==> src/rtl/lsu_if.sv <==
// Bundle of the lsu pipeline handshake and data-memory bus.
// The lsu drives the memory bus, so it takes the master modport; the environment takes slave.
interface lsu_if #(
  parameter int unsigned XLEN      = 32,
  parameter int unsigned OPT_WIDTH = 4
);
  logic [XLEN-1:0]      i_exu_res;
  logic [XLEN-1:0]      i_rs2;
  logic [OPT_WIDTH-1:0] i_lsu_opt;
  logic [4:0]           i_rd_idx;
  logic                 i_rd_wen;
  logic                 i_pre_valid;
  logic                 o_pre_ready;
  logic                 o_post_valid;
  logic                 i_post_ready;
  logic [XLEN-1:0]      o_lsu_res;
  logic [4:0]           o_rd_idx;
  logic                 o_rd_wen;
  logic                 o_misalign;
  logic                 o_mem_req_valid;
  logic                 i_mem_req_ready;
  logic [XLEN-1:0]      o_mem_addr;
  logic                 o_mem_wen;
  logic [XLEN-1:0]      o_mem_wdata;
  logic [3:0]           o_mem_wmask;
  logic                 i_mem_rsp_valid;
  logic [XLEN-1:0]      i_mem_rdata;
  logic                 o_mem_rsp_ready;

  modport master (
    input  i_exu_res, i_rs2, i_lsu_opt, i_rd_idx, i_rd_wen, i_pre_valid, i_post_ready,
    input  i_mem_req_ready, i_mem_rsp_valid, i_mem_rdata,
    output o_pre_ready, o_post_valid, o_lsu_res, o_rd_idx, o_rd_wen, o_misalign,
    output o_mem_req_valid, o_mem_addr, o_mem_wen, o_mem_wdata, o_mem_wmask, o_mem_rsp_ready
  );

  modport slave (
    output i_exu_res, i_rs2, i_lsu_opt, i_rd_idx, i_rd_wen, i_pre_valid, i_post_ready,
    output i_mem_req_ready, i_mem_rsp_valid, i_mem_rdata,
    input  o_pre_ready, o_post_valid, o_lsu_res, o_rd_idx, o_rd_wen, o_misalign,
    input  o_mem_req_valid, o_mem_addr, o_mem_wen, o_mem_wdata, o_mem_wmask, o_mem_rsp_ready
  );
endinterface

==> src/rtl/lsu.sv <==
// Load/store stage: one data-memory transaction per instruction, load alignment/extension,
// and rd hand-off to write-back over a valid/ready pipeline handshake.
module lsu #(
  parameter int unsigned XLEN      = 32,
  parameter int unsigned OPT_WIDTH = 4
) (
  input  logic   i_clk,
  input  logic   i_rst,
  lsu_if.master  lsu_bus
);

  localparam logic [OPT_WIDTH-1:0] OptLb  = OPT_WIDTH'(1);
  localparam logic [OPT_WIDTH-1:0] OptLh  = OPT_WIDTH'(2);
  localparam logic [OPT_WIDTH-1:0] OptLw  = OPT_WIDTH'(3);
  localparam logic [OPT_WIDTH-1:0] OptLbu = OPT_WIDTH'(4);
  localparam logic [OPT_WIDTH-1:0] OptLhu = OPT_WIDTH'(5);
  localparam logic [OPT_WIDTH-1:0] OptSb  = OPT_WIDTH'(8);
  localparam logic [OPT_WIDTH-1:0] OptSh  = OPT_WIDTH'(9);
  localparam logic [OPT_WIDTH-1:0] OptSw  = OPT_WIDTH'(10);

  typedef enum logic [1:0] {StIdle, StReq, StResp, StDone} state_e;

  // Access size code: 0 = not a memory op, 1 = byte, 2 = half, 3 = word.
  function automatic logic [1:0] op_size(input logic [OPT_WIDTH-1:0] opt);
    logic [1:0] sz;
    sz = 2'd0;
    if (opt == OptLb || opt == OptLbu || opt == OptSb) sz = 2'd1;
    if (opt == OptLh || opt == OptLhu || opt == OptSh) sz = 2'd2;
    if (opt == OptLw || opt == OptSw) sz = 2'd3;
    return sz;
  endfunction

  function automatic logic is_store(input logic [OPT_WIDTH-1:0] opt);
    return (opt == OptSb) || (opt == OptSh) || (opt == OptSw);
  endfunction

  state_e               state_q, state_d;
  logic [XLEN-1:0]      addr_q, rs2_q, res_q, res_d;
  logic [OPT_WIDTH-1:0] opt_q;
  logic [4:0]           rd_idx_q;
  logic                 rd_wen_q, rd_wen_d, misalign_q, misalign_d;
  logic                 capture;

  logic [1:0]      in_size, q_size;
  logic            in_misalign, q_store, req_phase;
  logic [4:0]      lane_shift;
  logic [XLEN-1:0] rd_word, load_data;

  assign in_size     = op_size(lsu_bus.i_lsu_opt);
  assign in_misalign = (in_size == 2'd2 && lsu_bus.i_exu_res[0]) ||
                       (in_size == 2'd3 && lsu_bus.i_exu_res[1:0] != 2'b00);
  assign q_size      = op_size(opt_q);
  assign q_store     = is_store(opt_q);
  assign lane_shift  = {addr_q[1:0], 3'b000};
  assign rd_word     = lsu_bus.i_mem_rdata >> lane_shift;

  always_comb begin
    load_data = rd_word;
    if (opt_q == OptLb)  load_data = {{(XLEN-8){rd_word[7]}}, rd_word[7:0]};
    if (opt_q == OptLbu) load_data = {{(XLEN-8){1'b0}}, rd_word[7:0]};
    if (opt_q == OptLh)  load_data = {{(XLEN-16){rd_word[15]}}, rd_word[15:0]};
    if (opt_q == OptLhu) load_data = {{(XLEN-16){1'b0}}, rd_word[15:0]};
  end

  always_comb begin
    state_d    = state_q;
    res_d      = res_q;
    rd_wen_d   = rd_wen_q;
    misalign_d = misalign_q;
    capture    = 1'b0;
    unique case (state_q)
      StIdle: begin
        if (lsu_bus.i_pre_valid) begin
          capture    = 1'b1;
          res_d      = lsu_bus.i_exu_res;
          rd_wen_d   = lsu_bus.i_rd_wen;
          misalign_d = 1'b0;
          if (in_size == 2'd0) begin
            state_d = StDone;
          end else if (in_misalign) begin
            res_d      = '0;
            rd_wen_d   = 1'b0;
            misalign_d = 1'b1;
            state_d    = StDone;
          end else begin
            state_d = StReq;
          end
        end
      end
      StReq: if (lsu_bus.i_mem_req_ready) state_d = StResp;
      // Only responses seen here count; one coincident with the request handshake is dropped.
      StResp: begin
        if (lsu_bus.i_mem_rsp_valid) begin
          state_d = StDone;
          if (q_store) rd_wen_d = 1'b0;
          else         res_d    = load_data;
        end
      end
      StDone: if (lsu_bus.i_post_ready) state_d = StIdle;
      default: state_d = StIdle;
    endcase
  end

  always_ff @(posedge i_clk or posedge i_rst) begin
    if (i_rst) begin
      state_q    <= StIdle;
      addr_q     <= '0;
      rs2_q      <= '0;
      opt_q      <= '0;
      rd_idx_q   <= '0;
      res_q      <= '0;
      rd_wen_q   <= 1'b0;
      misalign_q <= 1'b0;
    end else begin
      state_q    <= state_d;
      res_q      <= res_d;
      rd_wen_q   <= rd_wen_d;
      misalign_q <= misalign_d;
      if (capture) begin
        addr_q   <= lsu_bus.i_exu_res;
        rs2_q    <= lsu_bus.i_rs2;
        opt_q    <= lsu_bus.i_lsu_opt;
        rd_idx_q <= lsu_bus.i_rd_idx;
      end
    end
  end

  assign req_phase = (state_q == StReq);

  always_comb begin
    lsu_bus.o_mem_wmask = 4'h0;
    if (req_phase) begin
      lsu_bus.o_mem_wmask = 4'hF;
      if (q_store && q_size == 2'd1) lsu_bus.o_mem_wmask = 4'b0001 << addr_q[1:0];
      if (q_store && q_size == 2'd2) lsu_bus.o_mem_wmask = 4'b0011 << addr_q[1:0];
    end
  end

  assign lsu_bus.o_pre_ready     = (state_q == StIdle);
  assign lsu_bus.o_post_valid    = (state_q == StDone);
  assign lsu_bus.o_mem_req_valid = req_phase;
  assign lsu_bus.o_mem_rsp_ready = (state_q == StResp);
  assign lsu_bus.o_mem_addr      = req_phase ? {addr_q[XLEN-1:2], 2'b00} : '0;
  assign lsu_bus.o_mem_wen       = req_phase & q_store;
  assign lsu_bus.o_mem_wdata     = (req_phase && q_store) ? (rs2_q << lane_shift) : '0;
  assign lsu_bus.o_lsu_res       = res_q;
  assign lsu_bus.o_rd_idx        = rd_idx_q;
  assign lsu_bus.o_rd_wen        = rd_wen_q;
  assign lsu_bus.o_misalign      = misalign_q;

endmodule

==> src/flat_wrapper.sv <==
// flat-port wrapper written by rule: the top's interface ports become plain ports
module lsu_flat 
#(
  parameter int unsigned XLEN      = 32,
  parameter int unsigned OPT_WIDTH = 4
)
  (i_clk, i_rst, lsu_bus_i_exu_res, lsu_bus_i_rs2, lsu_bus_i_lsu_opt, lsu_bus_i_rd_idx, lsu_bus_i_rd_wen, lsu_bus_i_pre_valid, lsu_bus_i_post_ready, lsu_bus_i_mem_req_ready, lsu_bus_i_mem_rsp_valid, lsu_bus_i_mem_rdata, lsu_bus_o_pre_ready, lsu_bus_o_post_valid, lsu_bus_o_lsu_res, lsu_bus_o_rd_idx, lsu_bus_o_rd_wen, lsu_bus_o_misalign, lsu_bus_o_mem_req_valid, lsu_bus_o_mem_addr, lsu_bus_o_mem_wen, lsu_bus_o_mem_wdata, lsu_bus_o_mem_wmask, lsu_bus_o_mem_rsp_ready);
  lsu_if #(.XLEN(XLEN), .OPT_WIDTH(OPT_WIDTH)) lsu_bus_i ();
  input  logic i_clk;
  input  logic i_rst;
  input wire logic [$bits(lsu_bus_i.i_exu_res)-1:0] lsu_bus_i_exu_res;
  input wire logic [$bits(lsu_bus_i.i_rs2)-1:0] lsu_bus_i_rs2;
  input wire logic [$bits(lsu_bus_i.i_lsu_opt)-1:0] lsu_bus_i_lsu_opt;
  input wire logic [$bits(lsu_bus_i.i_rd_idx)-1:0] lsu_bus_i_rd_idx;
  input wire logic [$bits(lsu_bus_i.i_rd_wen)-1:0] lsu_bus_i_rd_wen;
  input wire logic [$bits(lsu_bus_i.i_pre_valid)-1:0] lsu_bus_i_pre_valid;
  input wire logic [$bits(lsu_bus_i.i_post_ready)-1:0] lsu_bus_i_post_ready;
  input wire logic [$bits(lsu_bus_i.i_mem_req_ready)-1:0] lsu_bus_i_mem_req_ready;
  input wire logic [$bits(lsu_bus_i.i_mem_rsp_valid)-1:0] lsu_bus_i_mem_rsp_valid;
  input wire logic [$bits(lsu_bus_i.i_mem_rdata)-1:0] lsu_bus_i_mem_rdata;
  output wire logic [$bits(lsu_bus_i.o_pre_ready)-1:0] lsu_bus_o_pre_ready;
  output wire logic [$bits(lsu_bus_i.o_post_valid)-1:0] lsu_bus_o_post_valid;
  output wire logic [$bits(lsu_bus_i.o_lsu_res)-1:0] lsu_bus_o_lsu_res;
  output wire logic [$bits(lsu_bus_i.o_rd_idx)-1:0] lsu_bus_o_rd_idx;
  output wire logic [$bits(lsu_bus_i.o_rd_wen)-1:0] lsu_bus_o_rd_wen;
  output wire logic [$bits(lsu_bus_i.o_misalign)-1:0] lsu_bus_o_misalign;
  output wire logic [$bits(lsu_bus_i.o_mem_req_valid)-1:0] lsu_bus_o_mem_req_valid;
  output wire logic [$bits(lsu_bus_i.o_mem_addr)-1:0] lsu_bus_o_mem_addr;
  output wire logic [$bits(lsu_bus_i.o_mem_wen)-1:0] lsu_bus_o_mem_wen;
  output wire logic [$bits(lsu_bus_i.o_mem_wdata)-1:0] lsu_bus_o_mem_wdata;
  output wire logic [$bits(lsu_bus_i.o_mem_wmask)-1:0] lsu_bus_o_mem_wmask;
  output wire logic [$bits(lsu_bus_i.o_mem_rsp_ready)-1:0] lsu_bus_o_mem_rsp_ready;
  assign lsu_bus_i.i_exu_res = lsu_bus_i_exu_res;
  assign lsu_bus_i.i_rs2 = lsu_bus_i_rs2;
  assign lsu_bus_i.i_lsu_opt = lsu_bus_i_lsu_opt;
  assign lsu_bus_i.i_rd_idx = lsu_bus_i_rd_idx;
  assign lsu_bus_i.i_rd_wen = lsu_bus_i_rd_wen;
  assign lsu_bus_i.i_pre_valid = lsu_bus_i_pre_valid;
  assign lsu_bus_i.i_post_ready = lsu_bus_i_post_ready;
  assign lsu_bus_i.i_mem_req_ready = lsu_bus_i_mem_req_ready;
  assign lsu_bus_i.i_mem_rsp_valid = lsu_bus_i_mem_rsp_valid;
  assign lsu_bus_i.i_mem_rdata = lsu_bus_i_mem_rdata;
  assign lsu_bus_o_pre_ready = lsu_bus_i.o_pre_ready;
  assign lsu_bus_o_post_valid = lsu_bus_i.o_post_valid;
  assign lsu_bus_o_lsu_res = lsu_bus_i.o_lsu_res;
  assign lsu_bus_o_rd_idx = lsu_bus_i.o_rd_idx;
  assign lsu_bus_o_rd_wen = lsu_bus_i.o_rd_wen;
  assign lsu_bus_o_misalign = lsu_bus_i.o_misalign;
  assign lsu_bus_o_mem_req_valid = lsu_bus_i.o_mem_req_valid;
  assign lsu_bus_o_mem_addr = lsu_bus_i.o_mem_addr;
  assign lsu_bus_o_mem_wen = lsu_bus_i.o_mem_wen;
  assign lsu_bus_o_mem_wdata = lsu_bus_i.o_mem_wdata;
  assign lsu_bus_o_mem_wmask = lsu_bus_i.o_mem_wmask;
  assign lsu_bus_o_mem_rsp_ready = lsu_bus_i.o_mem_rsp_ready;
  lsu #(.XLEN(XLEN), .OPT_WIDTH(OPT_WIDTH)) u_core (.i_clk(i_clk), .i_rst(i_rst), .lsu_bus(lsu_bus_i));
endmodule
==> config.mk <==
export PLATFORM = sky130hd
export DESIGN_NAME = lsu_flat
export DESIGN_NICKNAME = d
export VERILOG_FILES = /design/src/rtl/lsu_if.sv /design/src/rtl/lsu.sv /design/src/flat_wrapper.sv
export SDC_FILE = /design/constraint.sdc
export NUM_CORES = 1
export LEC_CHECK = 0
export BUFFER_PORTS_ARGS = -buffer_cell sky130_fd_sc_hd__buf_2
export CAP_MARGIN = 40
export CORE_MARGIN = 2
export CORE_UTILIZATION = 35
export CTS_CLUSTER_SIZE = 24
export DETAILED_ROUTE_END_ITERATION = 8
export MAX_ROUTING_LAYER = met4
export PLACE_DENSITY = 0.59
export SLEW_MARGIN = 20
export SYNTH_ARGS = -nofsm -noshare
export SYNTH_HDL_FRONTEND = slang
export SYNTH_SLANG_ARGS = --single-unit
==> constraint.sdc <==
create_clock -name i_clk -period 4.86 [get_ports i_clk]
set_input_delay 0.729 -clock i_clk [delete_from_list [all_inputs] [get_ports i_clk]]
set_output_delay 0.729 -clock i_clk [all_outputs]
set_load 0.01 [all_outputs]
# == Word level (Yosys, flattened, before mapping) ==
# Index checks and enable logic that the tools add are counted.
# classes
n_eq_ne,29
shift,4
muxes,38
bitwise,1
n_reduce_logical,26
# ops
op,count
$mux W32,11
$pmux W32 S2,1
$shl A32 B5 Y32,1
$shr A32 B5 Y32,1
$eq A4 B4 Y1 const B,6
$mux W2,10
$eq A4 B2 Y1 const B,4
$eq A4 B3 Y1 const B,4
$logic_or A1 B1 Y1,13
$mux W4,3
$reduce_and A4 Y1,3
$mux W1,11
$eq A2 B2 Y1 const B,5
$ne A2 B2 Y1 const B,5
$eq A4 B1 Y1 const B,2
$pmux W2 S4,1
$logic_and A1 B1 Y1,5
$eq A2 B1 Y1 const B,2
$logic_not A2 Y1,2
$reduce_bool A2 Y1,2
$shl A1 B2 Y4 const A,1
$shl A2 B2 Y4 const A,1
$ne A2 B1 Y1 const B,1
$pmux W1 S2,1
2 further kinds,2
# word_totals
ff_bits,109
inputBits,112
out_inout_bits,112
word_cells,106

# == Logic depth before layout (Yosys ltp) ==
# Gate-level depths: netlist of run 1.
# depth
depth_word,13
depth_mapped,10
mapped_depth_nobuf,7

# == Worst setup path before layout of run 1 ==
# No wires, ideal clock.
# synth_path
path_type,flip-flop to output port
from,register u_core.opt_q[0]
to,output port lsu_bus_o_mem_wdata[30]
t_arrival_ns,1.563
required_time_ns,4.131
setup_slack_ns,2.568
stages_incl_launch_ff,7
path_buffers,2
path_cell_list,dfrtp_1 -> buf_2 -> and2_1 -> nor2_1 -> nand2_1 -> clkbuf_1 -> a211oi_1
# synth_between
elab_chain_cells,5
word_cells_on_any_way,7
cone_classes,eq/ne (3); mux (1); reduce/logical (3)
# synth_lines
element,line,source
start: declaration,lsu.sv:39,logic [OPT_WIDTH-1:0] opt_q;
start signal: assignment,lsu.sv:122,opt_q <= lsu_bus.i_lsu_opt;
$eq A4 B4 Y1,lsu.sv:34,return (opt == OptSb) || (opt == OptSh) || (opt == OptSw);
$logic_or A1 B1 Y1,lsu.sv:34,
$logic_or A1 B1 Y1 (*),lsu.sv:34,
$logic_and A1 B1 Y1 (*),lsu.sv:145,assign lsu_bus.o_mem_wdata = (req_phase && q_store) ? (rs2_q << lane_shift) : '0;
$mux W32 (*),lsu.sv:145,
end: declaration,flat_wrapper.sv:30,output wire logic [$bits(lsu_bus_i.o_mem_wdata)-1:0] lsu_bus_o_mem_wdata;
# Mark *: on every way between the ends. The rest lies on a longest branch, timed or not.

# == Worst setup path after layout of run 1 ==
# layout_path
from,register u_core.opt_q[0]
to,output port lsu_bus_o_mem_wdata[0]
# The elaborated chain is that of the path after synthesis.

==> results of run 1 <==
-- sequential cells by signal, indices dropped and copies added (netlist names) --
register / flops
u_core.addr_q: 32
u_core.lsu_bus.o_lsu_res: 32
u_core.lsu_bus.o_misalign: 1
u_core.lsu_bus.o_rd_idx: 5
u_core.lsu_bus.o_rd_wen: 1
u_core.opt_q: 4
u_core.rs2_q: 32
u_core.state_q: 2
-- area by class of cell --
| class | count | area [sq um] | share of cell area |
|---|---|---|---|
| inverter | 11 | 43.8 | 0.00567 |
| multi-input combinational | 589 | 3130 | 0.405 |
| clock inverter | 2 | 16.3 | 0.00211 |
| clock buffer | 14 | 274 | 0.0355 |
| sequential | 109 | 2730 | 0.353 |
| tap | 225 | 282 | 0.0364 |
| timing repair buffer | 233 | 1240 | 0.160 |
| antenna | 3 | 7.51 | 0.000972 |
-- Yosys cell counts (2+ instances only) --
master    instances
buf_4             2
xnor2_1           2
clkinv_1          2
ha_1              8
nor2b_1           9
mux2i_1          40
a32oi_1          21
nand2_1         275
dfrtp_1         109
and2_1           43
nand3b_1          3
clkbuf_1         33
and3_1            9
nor2_1           58
o21ai_0          35
buf_2            13
nor3_1            4
buf_1             3
a31oi_1          11
a21oi_1          21
nand3_1           2
a211oi_1         17
inv_1             9
nand2b_1          7
-- power by group --
part	total [mW]	internal [mW]	switching (mW)
logic	2.32	0.910	1.41
registers	1.69	1.33	0.361
clock network	0.727	0.392	0.335
-- logic make-up after synthesis --
family	synth area share
AND/OR/NAND/NOR	0.291
AO/OA/AOI/OAI	0.127
flip-flops	0.446
buffers and inverters	0.0446
multiplexers	0.0710
adder cells (fa/ha/maj)	0.0164
XOR/XNOR	0.00287
other	0.000613
-- placed cells by master (no fill, tap or decap), types with 7 or more instances in the layout --
cell and n:
nand2b_1 7, mux2i_1 40, a21oi_1 21, o21ai_0 35, clkbuf_16 9, a32oi_1 21
a31oi_1 11, and3_1 9, buf_4 7, dfrtp_1 107, nor2b_1 9, and2_1 42
nand2_1 274, ha_1 8, nor2_1 58, inv_1 8, a211oi_1 17, buf_2 222
-- final timing paths --
kind | from | end
min in group i_clk | u_core.addr_q[28]$_DFFE_PP0P_ | u_core.addr_q[28]$_DFFE_PP0P_
setup / recovery | u_core.opt_q[0]$_DFFE_PP0P_ | lsu_bus_o_mem_wdata[0]
hold / removal | i_rst | u_core.rs2_q[5]$_DFFE_PP0P_
max in group asynchronous | i_rst | u_core.addr_q[29]$_DFFE_PP0P_
hold reg to reg | u_core.addr_q[28]$_DFFE_PP0P_ | u_core.addr_q[28]$_DFFE_PP0P_
setup reg to reg | u_core.addr_q[0]$_DFFE_PP0P_ | u_core.lsu_bus.o_lsu_res[27]$_DFFE_PP0P_
-- routing by layer --
| metal | routed length, um | up-vias | part of all wire | global-route usage |
|---|---|---|---|---|
| li1 | - | 2900 | - | - |
| met1 | 9110 | 2760 | 0.46 | 0.299 |
| met2 | 9050 | 192 | 0.46 | 0.325 |
| met3 | 1130 | 34 | 0.057 | 0.0295 |
| met4 | 448 | 0 | 0.023 | 0.0770 |
| met5 | 0 | - | 0 | - |
-- stage by stage --
| stage | power [mW] | hold slack, ns | setup slack [ns] | instances |
|---|---|---|---|---|
| 2_1_floorplan | 3.23 | 0.437 | 1.26 | 762 |
| 3_3_place_gp | 3.96 | 0.450 | 1.64 | 1161 |
| 3_5_place_dp | 4.03 | 0.454 | 1.80 | 1166 |
| 4_1_cts | 4.77 | 0.430 | 1.72 | 1182 |
| 5_1_grt | 5.16 | 0.458 | 1.58 | 1185 |
| 6_report | 4.74 | 0.412 | 1.74 | 1186 |
==> results.toml, run 1 <==
[floorplan]
die_h_um = 136
die_x_um = 136
ios = 224
row_count = 48
dieArea_sq_um = 18500
start_util = 0.356
core_region_area_sq_um = 17200

[layout]
utilization = 0.450
fill_cells = 1811
area_growth_pct = 26.3
drive_gt1_frac = 0.269
final_area_sq_um = 7720
layout.nets = 1073

[clocking]
clk_pin_slew_ns = 0.07
post_cts_resized = 0
clk_latency_ns = 0.35
cts-root-buf = "clkbuf_16"
cts_tree = "done"
h-tree-depth = 3
clock-sinks = 109
cts_setup_buffers = 0
cts_inserted_buffers = 9
cts_buffer_depth = 2
ctsHoldBuffers = 0

[route]
wire_per_inst_um = 16.6
postRouteAntennaNets = 0
wirelength_um = 19700
drt_iter0_drc = 333
viasPerCell = 4.96
first_pass_iters = 4
vias = 5886
drc = 0

[critical_path]
worstSetupStartpointType = "flop"
worstPathCellList = "and2_1 > nor2_1 > nand3_1 > nor2_1 > and2_1 > buf_2"
critical_path_arrival_ns = 2.39
r2r_setup_slack_ns = 2.09
critPathRequiredTime_ns = 4.13
cp_slowest_cell = "dfrtp_1"
endpoint_kind = "primary output"
path_max_fanout = 13
critical_path_class = "flop to primary output"
cp_num_buf_inv = 1
crit_family = "simple AND/OR/NAND/NOR gates"
worst-path-stages = 6
cp_slowest_stage_delay_ns = 0.54
reg2reg_depth = 6

[placed_design]
hpwl_um = 14700
port_buffers = 221
post_dp_cell_area_sq_um = 7420
place_congestion = 0.909

[synth]
synth_area_sq_um = 6110
synth_top_flop_cell = "dfrtp_1"
netlist_instances = 761
synth_cell_types = 49
yosysWarningCount = 0
yosysTopAreaCell = "dfrtp_1"
synth-seq-cells = 109
yosysSeqAreaShare = 0.446
avgSynthCellArea_sq_um = 8.03
synth_edf_count = 0
ys_top_cells_by_area = "dfrtp_1, nand2_1, mux2i_1"
postSynth.asyncResetShare = 1.00
synth_top_area_frac = 0.446

[flow_run]
cap_violations = 0

[global_route]
grt_pass1_vias = 5543
grt_max_degree = 73
antenna_found_initial = 2
grt_pass1_wl_um = 30400
overflow = 0
track_usage = 0.216

[sta]
finClkSkew_ns = 0.00632
rsz0062_at_grt = "false"
min_period_ns = 3.12
timing.fmax_ghz = 0.321
worst_slew_pin_slew_ns = 0.787
finalSetupViolations = 0
hold_viol = 0
finalMaxSlewViolations = 0
finalCritPeriodShare = 0.641
slew-limit-headroom = 0.462
tns_ns = 0

[power_and_ir_drop]
vdd_ir_drop_max_mv = 0.518
power.leakage_nw = 4.14
cellPowerDensity_nw_per_um2 = 613

[min_path]
hold_class = "input pin to asynchronous set/reset pin"

[run_status]
status = "finished clean"
Note: power is estimated with default switching activity, not from simulation.
==> run 2: changes to the inputs <==
- PLACE_DENSITY: 0.59 -> 0.61
- clock period: 4.86 -> 2.49 ns (I/O delays scaled with it)
==> results.toml, run 2 (synthesis results as in run 1) <==
[run_status]
status = "finished clean"

[critical_path]
cp_slowest_stage_delay_ns = 0.48
endpoint_kind = "primary output"
critical_path_arrival_ns = 1.94
cp_slowest_cell = "dfrtp_1"
cp_num_buf_inv = 2
critical_path_class = "flop to primary output"
critPathRequiredTime_ns = 2.12
path_max_fanout = 8
worstSetupStartpointType = "flop"
crit_family = "simple AND/OR/NAND/NOR gates"
worstPathCellList = "nand2b_1 > nor2_2 > nand3_2 > buf_4 > nor2_1 > buf_2"

[layout]
layout.nets = 1081
mostFrequentLayoutCells = "nand2_1, buf_2, dfrtp_1, nor2_1, and2_1"
fill_cells = 1793
drive_gt1_frac = 0.281
layout_commonest_cell = "nand2_1"
area_growth_pct = 28.1

[route]
first_pass_iters = 5
viasPerCell = 4.98
vias = 5952
postRouteAntennaNets = 0
wire_per_inst_um = 16.6
drc = 0
wirelength_um = 19800
drt_iter0_drc = 368

[global_route]
grt_pass1_vias = 5676
overflow = 0
grt_max_degree = 102
grt_pass1_wl_um = 30800
antenna_found_initial = 1
track_usage = 0.220

[placed_design]
port_buffers = 221
hpwl_um = 14800
place_congestion = 0.971

[power_and_ir_drop]
vdd_ir_drop_max_mv = 0.447
intPower_mw = 5.29
p_sw_mw = 4.20
comb_power_share = 0.508
power.leakage_nw = 4.20
pwr-share-seq = 0.333
p_clk_frac = 0.159
cellPowerDensity_nw_per_um2 = 1210
swShare = 0.442

[sta]
timing.fmax_ghz = 0.431
slew-limit-headroom = 0.466
worst_slew_pin_slew_ns = 0.801
finalMaxSlewViolations = 0
finClkSkew_ns = 0.00678
rsz0062_at_grt = "false"
min_period_ns = 2.32
holdWs_ns = 0.205
finalCritPeriodShare = 0.931
tns_ns = 0
hold_viol = 0
finalSetupViolations = 0

[min_path]
hold_class = "input pin to flop"

[clocking]
cts_tree = "done"
clock-sinks = 109
clk_latency_ns = 0.35
cts_buffer_depth = 2
cts_inserted_buffers = 9
clk_pin_slew_ns = 0.07
h-tree-depth = 3
cts-root-buf = "clkbuf_16"

[floorplan]
start_util = 0.356
ios = 224
dieArea_sq_um = 18500
core_region_area_sq_um = 17200
die_h_um = 136
row_count = 48
die_x_um = 136

[flow_run]
cap_violations = 0
-- run 2: what timing repair did --
item,in CTS,in global routing
resized for setup,2,6
setup buffers,0,0
endpoints found under the setup margin,15,19
pin swaps,0,0
endpoints found under the hold margin,8,0
hold buffers,1,0
-- run 2: final timing paths --
check                                               from  slack, ns  cells after the start                                  endpoint
max reg2reg                u_core.state_q[0]$_DFFE_PP0P_       0.26                      8  u_core.lsu_bus.o_lsu_res[13]$_DFFE_PP0P_
max                          u_core.opt_q[2]$_DFFE_PP0P_       0.17                      6                   lsu_bus_o_mem_wdata[15]
min                                    lsu_bus_i_rs2[28]       0.21                      3              u_core.rs2_q[28]$_DFFE_PP0P_
min in group asynchronous                          i_rst       0.50                      3               u_core.rs2_q[1]$_DFFE_PP0P_
max in group asynchronous                          i_rst       1.18                      4              u_core.addr_q[0]$_DFFE_PP0P_
min reg2reg                 u_core.addr_q[8]$_DFFE_PP0P_       0.47                      2              u_core.addr_q[8]$_DFFE_PP0P_
-- run 2: power by group through the flow --
stage	logic [mW]	clock network (mW)	registers (mW)
after detailed placement	4.80	0	3.18
final	4.82	1.51	3.16
after CTS	4.82	1.55	3.16
after global placement	4.75	0	3.17
after floorplan	3.18	0	3.12
after global routing	5.42	1.63	3.27
-- run 2: worst register-to-register path, cell delays in order (launching register included) --
cell     delay (ns)
dfrtp_1        0.41
inv_1          0.11
ha_1           0.33
inv_1          0.10
o21a_1         0.21
a21o_1         0.41
a41oi_1        0.27
buf_4          0.19
a31oi_1        0.09
-- run 2: cell type report --
type	count	area, sq um	share of cell area
Antenna cell	3	7.51	0.000958
Clock buffer	12	256	0.0327
Clock inverter	4	56.3	0.00719
Inverter	11	45.0	0.00575
Multi-Input combinational cell	589	3160	0.403
Sequential cell	109	2730	0.349
Tap cell	225	282	0.0359
Timing Repair Buffer	241	1300	0.166
-- run 2: per-stage QoR --
step                      worst slack (ns)  utilization  instances  instance area [sq um]  power [mW]
after floorplan                      0.464            -        762                   6120        6.30
after global placement               0.356        0.435       1174                   7470        7.92
after detailed placement             0.265        0.435       1174                   7470        7.98
after CTS                           0.0403        0.454       1191                   7800        9.53
after global routing                0.0376        0.456       1192                   7830        10.3
final                                0.172        0.456       1194                   7830        9.49
-- run 2: routing by layer --
layer,wire [um],vias up,share of wire,track usage
met2,8830,205,0.45,0.314
met3,1120,38,0.056,0.0391
li1,-,2925,-,-
met1,9270,2784,0.47,0.306
met4,600,0,0.030,0.0984
met5,0,-,0,-
